## config.mk

```make
export PLATFORM = sky130hd
export DESIGN_NAME = stack_adder
export DESIGN_NICKNAME = d
export VERILOG_FILES = /design/src/rtl/stack_adder.sv
export SDC_FILE = /design/constraint.sdc
export NUM_CORES = 1
export LEC_CHECK = 0
export ABC_AREA = 1
export BUFFER_PORTS_ARGS = -buffer_cell sky130_fd_sc_hd__buf_2
export CAP_MARGIN = 5
export CORE_ASPECT_RATIO = 0.6
export CORE_UTILIZATION = 30
export CTS_BUF_LIST = sky130_fd_sc_hd__clkbuf_8
export DETAILED_ROUTE_END_ITERATION = 16
export PLACE_DENSITY = 0.59
export SLEW_MARGIN = 30
export SYNTH_ARGS = -nofsm -noshare
export SYNTH_HDL_FRONTEND = slang
export SYNTH_SLANG_ARGS = --single-unit
```

## constraint.sdc

```tcl
create_clock -name clk -period 1.35 [get_ports clk]
set_clock_uncertainty 0.15 [all_clocks]
set_input_delay 0.2025 -clock clk [delete_from_list [all_inputs] [get_ports clk]]
set_output_delay 0.2025 -clock clk [all_outputs]
set_load 0.1 [all_outputs]
```

## src/rtl/stack_adder.sv

```systemverilog
// Stack-pointer address adder: registered push (decrement), pop (increment) or pass-through.
// Optional bounds clamping and bound_err flag are enabled by defining STACK_BOUNDS_EN.
module stack_adder #(
  parameter int unsigned      WIDTH   = 32,
  parameter logic [WIDTH-1:0] STEP    = 1,
  parameter logic [WIDTH-1:0] SP_LOW  = '0,
  parameter logic [WIDTH-1:0] SP_HIGH = '1
) (
  input  logic             clk,
  input  logic             rst,
  input  logic             stack_op,
  input  logic             push_pop,
  input  logic [WIDTH-1:0] in,
  output logic [WIDTH-1:0] out,
  output logic             wrap,
  output logic             bound_err
);

  localparam logic [WIDTH:0] STEP_X = {1'b0, STEP};

  if (STEP == '0) begin : g_bad_step
    $error("stack_adder: STEP must be nonzero");
  end
  if (SP_LOW > SP_HIGH) begin : g_bad_bounds
    $error("stack_adder: SP_LOW must not exceed SP_HIGH");
  end

  // One extra bit keeps the unwrapped result: its MSB is the borrow/carry.
  logic [WIDTH:0]   w_sum;
  logic [WIDTH:0]   w_diff;
  logic [WIDTH:0]   w_calc;
  logic [WIDTH-1:0] w_next;
  logic             w_wrap;
  logic             w_bound_err;

  assign w_sum  = {1'b0, in} + STEP_X;
  assign w_diff = {1'b0, in} - STEP_X;

  always_comb begin
    // NOTE: every output of this block gets a default first, so no path can infer a latch.
    w_calc      = {1'b0, in};
    w_wrap      = 1'b0;
    w_next      = in;
    w_bound_err = 1'b0;
    if (stack_op) begin
      w_calc = push_pop ? w_diff : w_sum;
      w_wrap = w_calc[WIDTH];
      w_next = w_calc[WIDTH-1:0];
`ifdef STACK_BOUNDS_EN
      // A wrapped result sits at or above 2^WIDTH here, so it always exceeds SP_HIGH.
      if ((w_calc < {1'b0, SP_LOW}) || (w_calc > {1'b0, SP_HIGH})) begin
        w_next      = in;
        w_bound_err = 1'b1;
      end
`endif
    end
  end

  always_ff @(posedge clk or posedge rst) begin
    if (rst) begin
      out       <= '0;
      wrap      <= 1'b0;
      bound_err <= 1'b0;
    end else begin
      // NOTE: non-blocking assignments so every register samples pre-edge values.
      out       <= w_next;
      wrap      <= w_wrap;
      bound_err <= w_bound_err;
    end
  end

endmodule

```

# Word level (Yosys, flattened, before mapping)
# Cells that the tools add are included.
[totals] register_bits=33 input_bits=36 out_inout_bits=34 word_cells=7
[classes] addsub=2 muxes=3
[ops] cell="adder 32 x 1 -> 33 bit (second input constant)" n=1
[ops] cell="2-to-1 mux 33 bit" n=1
[ops] cell="subtractor 32 x 1 -> 33 bit (second input constant)" n=1
[ops] cell="2-to-1 mux 32 bit" n=1
[ops] cell="2-to-1 mux 1 bit" n=1

# Logic depth before layout (Yosys ltp)
[depth] depth_word=3 depth_mapped=12 depth_no_buf=12

# Worst setup path after synthesis
# No wires, ideal clock.
[synth_timing] path_kind="input to register" start="input port push_pop" end="register out[24]" setup_ps=117 t_arrival_ps=1372 t_required_ps=1083 path_slack_ps=-289 stages=11 n_path_buf=0 cell_sequence="fa_1 -> nand3_1 -> nand3_2 -> nand2_1 -> nand2_2 -> nand2_1 -> nand2_2 -> nand2_1 -> nand3_1 -> nand3_1 -> nand2_1"
[synth_between] elab_chain_cells=2
[synth_rtl] item="start, declared" line_no="12" rtl="input logic push_pop,"
[synth_rtl] item="2-to-1 mux 33 bit" line_no="46" rtl="w_calc = push_pop ? w_diff : w_sum;"
[synth_rtl] item="2-to-1 mux 32 bit" line_no="45" rtl="if (stack_op) begin"
[synth_rtl] item="net w_next[24]" line_no="32" rtl="logic [WIDTH-1:0] w_next;"
[synth_rtl] item="end signal, assigned" line_no="66" rtl="out <= w_next;"
[synth_rtl] item="end, declared" line_no="14" rtl="output logic [WIDTH-1:0] out,"
# The timed path passes the listed nets, and every way through them passes these cells.

# Final worst setup path
[layout_timing] start="input port push_pop" end="register out[12]"
# The elaborated chain is that of the path after synthesis.

==> out/results.ini <==
[detailed_routing]
detailroute.via_count = 4342
drt_pass1_iterations = 5
detail_route.wirelength_mm = 14.47
routed_via_density = 4.547
final_antenna_net_count = 0
drc = 0
route.detailed.wl_per_inst_um = 15.15
detailedRoute.firstIterationViolations = 340

[power]
power.density_nw_per_um2 = 898.0
peakVddDrop_mv = 0.5229
power_uw = 6085
leakage_power_uw = 0.003490

[sta]
unrepaired_setup_endpoints_after_global_routing = yes
finalWorstPathRequiredPeriod_ns = 1.691
hold_viol_final = 1
fmax_mhz = 591.2
timing.final.crit_share = 1.253
fin_tns_setup_ns = -7.105
final.hold.worst_slack_ns = -0.004966
finalMaxSlewViolations = 0
final_critical_path_setup_slack_ns = -0.3415
final-setup-viol-count = 30

[clocking]
clkSinkCount = 33
cts_tree = yes
ctsLongestPathBuffers = 2
cts_root_buffer = clkbuf_8
cts_htree_levels = 2
cts-buffers-inserted = 5
worst_setup_hold_path_clk_slew_ns = 0.09

[floorplanning]
placementRows = 31
area_of_the_core_um2 = 12060
floorplan_die_area_um2 = 12830
initial_utilization = 0.3075
die_w_um = 145.6
num_io_pins = 70
floorplan.die.height_um = 88.14

[finish]
fillers = 1081
final_nets = 857
n_antenna_cell = 0
synthToLayoutAreaGrowth_pct = 82.63
final_layout_size_suffix_gt1_frac = 0.4671

[setup_path]
critPathCaptureType = flop
startpoint = push_pop
timing_worst_setup_path_type = input pin to flop
crit_fanout = 8
timing.critical_path.required_ns = 1.40
timing.critical_path.arrival_ns = 1.74
crit_path_end = out[12]$_DFF_PP0_
critical_path.startpoint_type = input pin

[placement]
post-place-ws_ns = -0.7847
gp_congestion = 0.9311
hpwlAfterDp_mm = 10.61
port_buffer_count = 68

[hold_path]
hold_path_class = input pin to flop

[logic_synthesis]
leading_cell_types_by_count_after_synthesis = nand2_1 (258), inv_1 (117), nand3_1 (36)
ys.warnings.count = 0
yosys.area.top_type = nand2_1
synth_top_cells_by_area = nand2_1 (26%), dfrtp_1 (22%), inv_1 (12%)
postSynth.topFlopCell = dfrtp_1
synth_edf_count = 0
synth_cell_type_count = 31
synth_top_cell_area_share = 0.2610
synth_most_common_cell = nand2_1
ys_seq_elements = 33
syn_inst = 627
synth_sequential_area_ratio = 0.2226
synthesis.area_per_instance_um2 = 5.917
postSynthNetCount = 695
share_of_async_settable_or_async_resettable_flops_after_synthesis = 1.000
netlist_area_um2 = 3710

[grt]
grt_first_pass_wirelength_mm = 21.94
grt.total_usage = 0.2276
grt_antenna_before_repair = 0
globalRouteOverflowTotal = 0
grt_start_max_net_pins = 36
first_global_vias = 4037

[job]
max_cap_violations = 0

[outcome]
result_of_the_run = complete, but fails checks
failing_checks = negative hold slack, negative setup slack

[power by group]
part | leakage, µW | switching [µW] | internal [µW]
Sequential | 0.000394 | 114 | 1120
Clock | 0.0000439 | 505 | 358
Combinational | 0.00305 | 2380 | 1610
Total | 0.00349 | 3000 | 3090
[cells in the final DEF (no fill, tap or decap), types with 2 or more instances in the layout]
cell type	count
a21oi_1	11
a21oi_2	10
a21oi_4	3
buf_12	38
buf_16	2
buf_2	34
buf_4	70
buf_6	5
clkbuf_8	5
clkinv_2	2
dfrtp_1	33
dlygate4sd3_1	13
ha_1	2
ha_4	29
inv_1	99
inv_2	18
nand2_1	192
nand2_2	55
nand2_4	30
nand3_1	21
nand3_2	15
nand3_4	6
nand3b_1	5
nand4_1	2
nor2_1	17
nor2_2	9
nor2_4	15
nor3_2	4
nor3_4	2
o21ai_1	14
o21bai_1	5
xnor2_1	3
xnor2_2	11
[timing repair]
action / CTS / global route
hold endpoints to repair: 45 / 0
pin swaps: 63 / 56
setup buffers: 17 / 12
gates cloned: 2 / 0
resized for setup: 108 / 67
setup endpoints to repair: 30 / 30
hold buffers: 13 / 0
[sequential cells by signal (all words and copies together), names as in the netlist]
name  flops
wrap      1
out      32
[worst max-delay path: stages]
cell	delay (ns)
buf_12	0.13
buf_16	0.16
fa_2	0.40
nand3_2	0.11
nand3_4	0.08
nand3_1	0.08
nand3b_1	0.18
buf_4	0.20
xnor2_1	0.12
o21ai_1	0.07
[metrics by stage]
stage | instance area, µm² | util | hold WS, ns | instances
floorplan | 4168 | - | 0.1396 | 627
global placement | 5610 | 0.4651 | 0.1259 | 904
detailed placement | 5610 | 0.4651 | 0.1271 | 904
CTS | 6401 | 0.5307 | 0.001010 | 943
global route | 6775 | 0.5617 | 0.01170 | 955
finish | 6775 | 0.5617 | -0.004966 | 955
[logic make-up after synthesis]
group / count (synthesis) / synth area share
AO/OA/AOI/OAI: 44 / 0.06374
XOR/XNOR: 15 / 0.03541
adder cells (fa/ha/maj): 32 / 0.1099
buffers and inverters: 125 / 0.1282
flip-flops: 33 / 0.2226
other: 1 / 0.001011
AND/OR/NAND/NOR: 377 / 0.4391
[worst min path at each step]
stage               startpoint                end  slack (ns)  cells after the start
detailed placement         rst  out[18]$_DFF_PP0_        0.13                      3
floorplan                in[0]   out[0]$_DFF_PP0_        0.14                      1
finish                  in[26]  out[26]$_DFF_PP0_      -0.005                      3
global route             in[8]   out[8]$_DFF_PP0_        0.01                      3
global placement           rst  out[18]$_DFF_PP0_        0.13                      3
CTS                     in[14]  out[14]$_DFF_PP0_       0.001                      3
[routing by layer]
layer / GRT usage / part of all wire / up-vias
li1: - / - / 2230
met1: 0.3599 / 0.53 / 1945
met2: 0.3112 / 0.38 / 157
met3: 0.04115 / 0.078 / 10
met4: 0.04498 / 0.0088 / 0
met5: 0 / 0 / -
[layout make-up]
cell class,instances,area (µm²),area share
multi-input cells,469,3513,0.5186
repair buffers,162,1698,0.2506
flip-flops and latches,33,825.8,0.1219
inverters,118,445.4,0.06574
well taps,165,206.4,0.03047
clock buffers,5,68.82,0.01016
clock inverters,3,17.52,0.002585
Power figures use the tool's default switching activity.
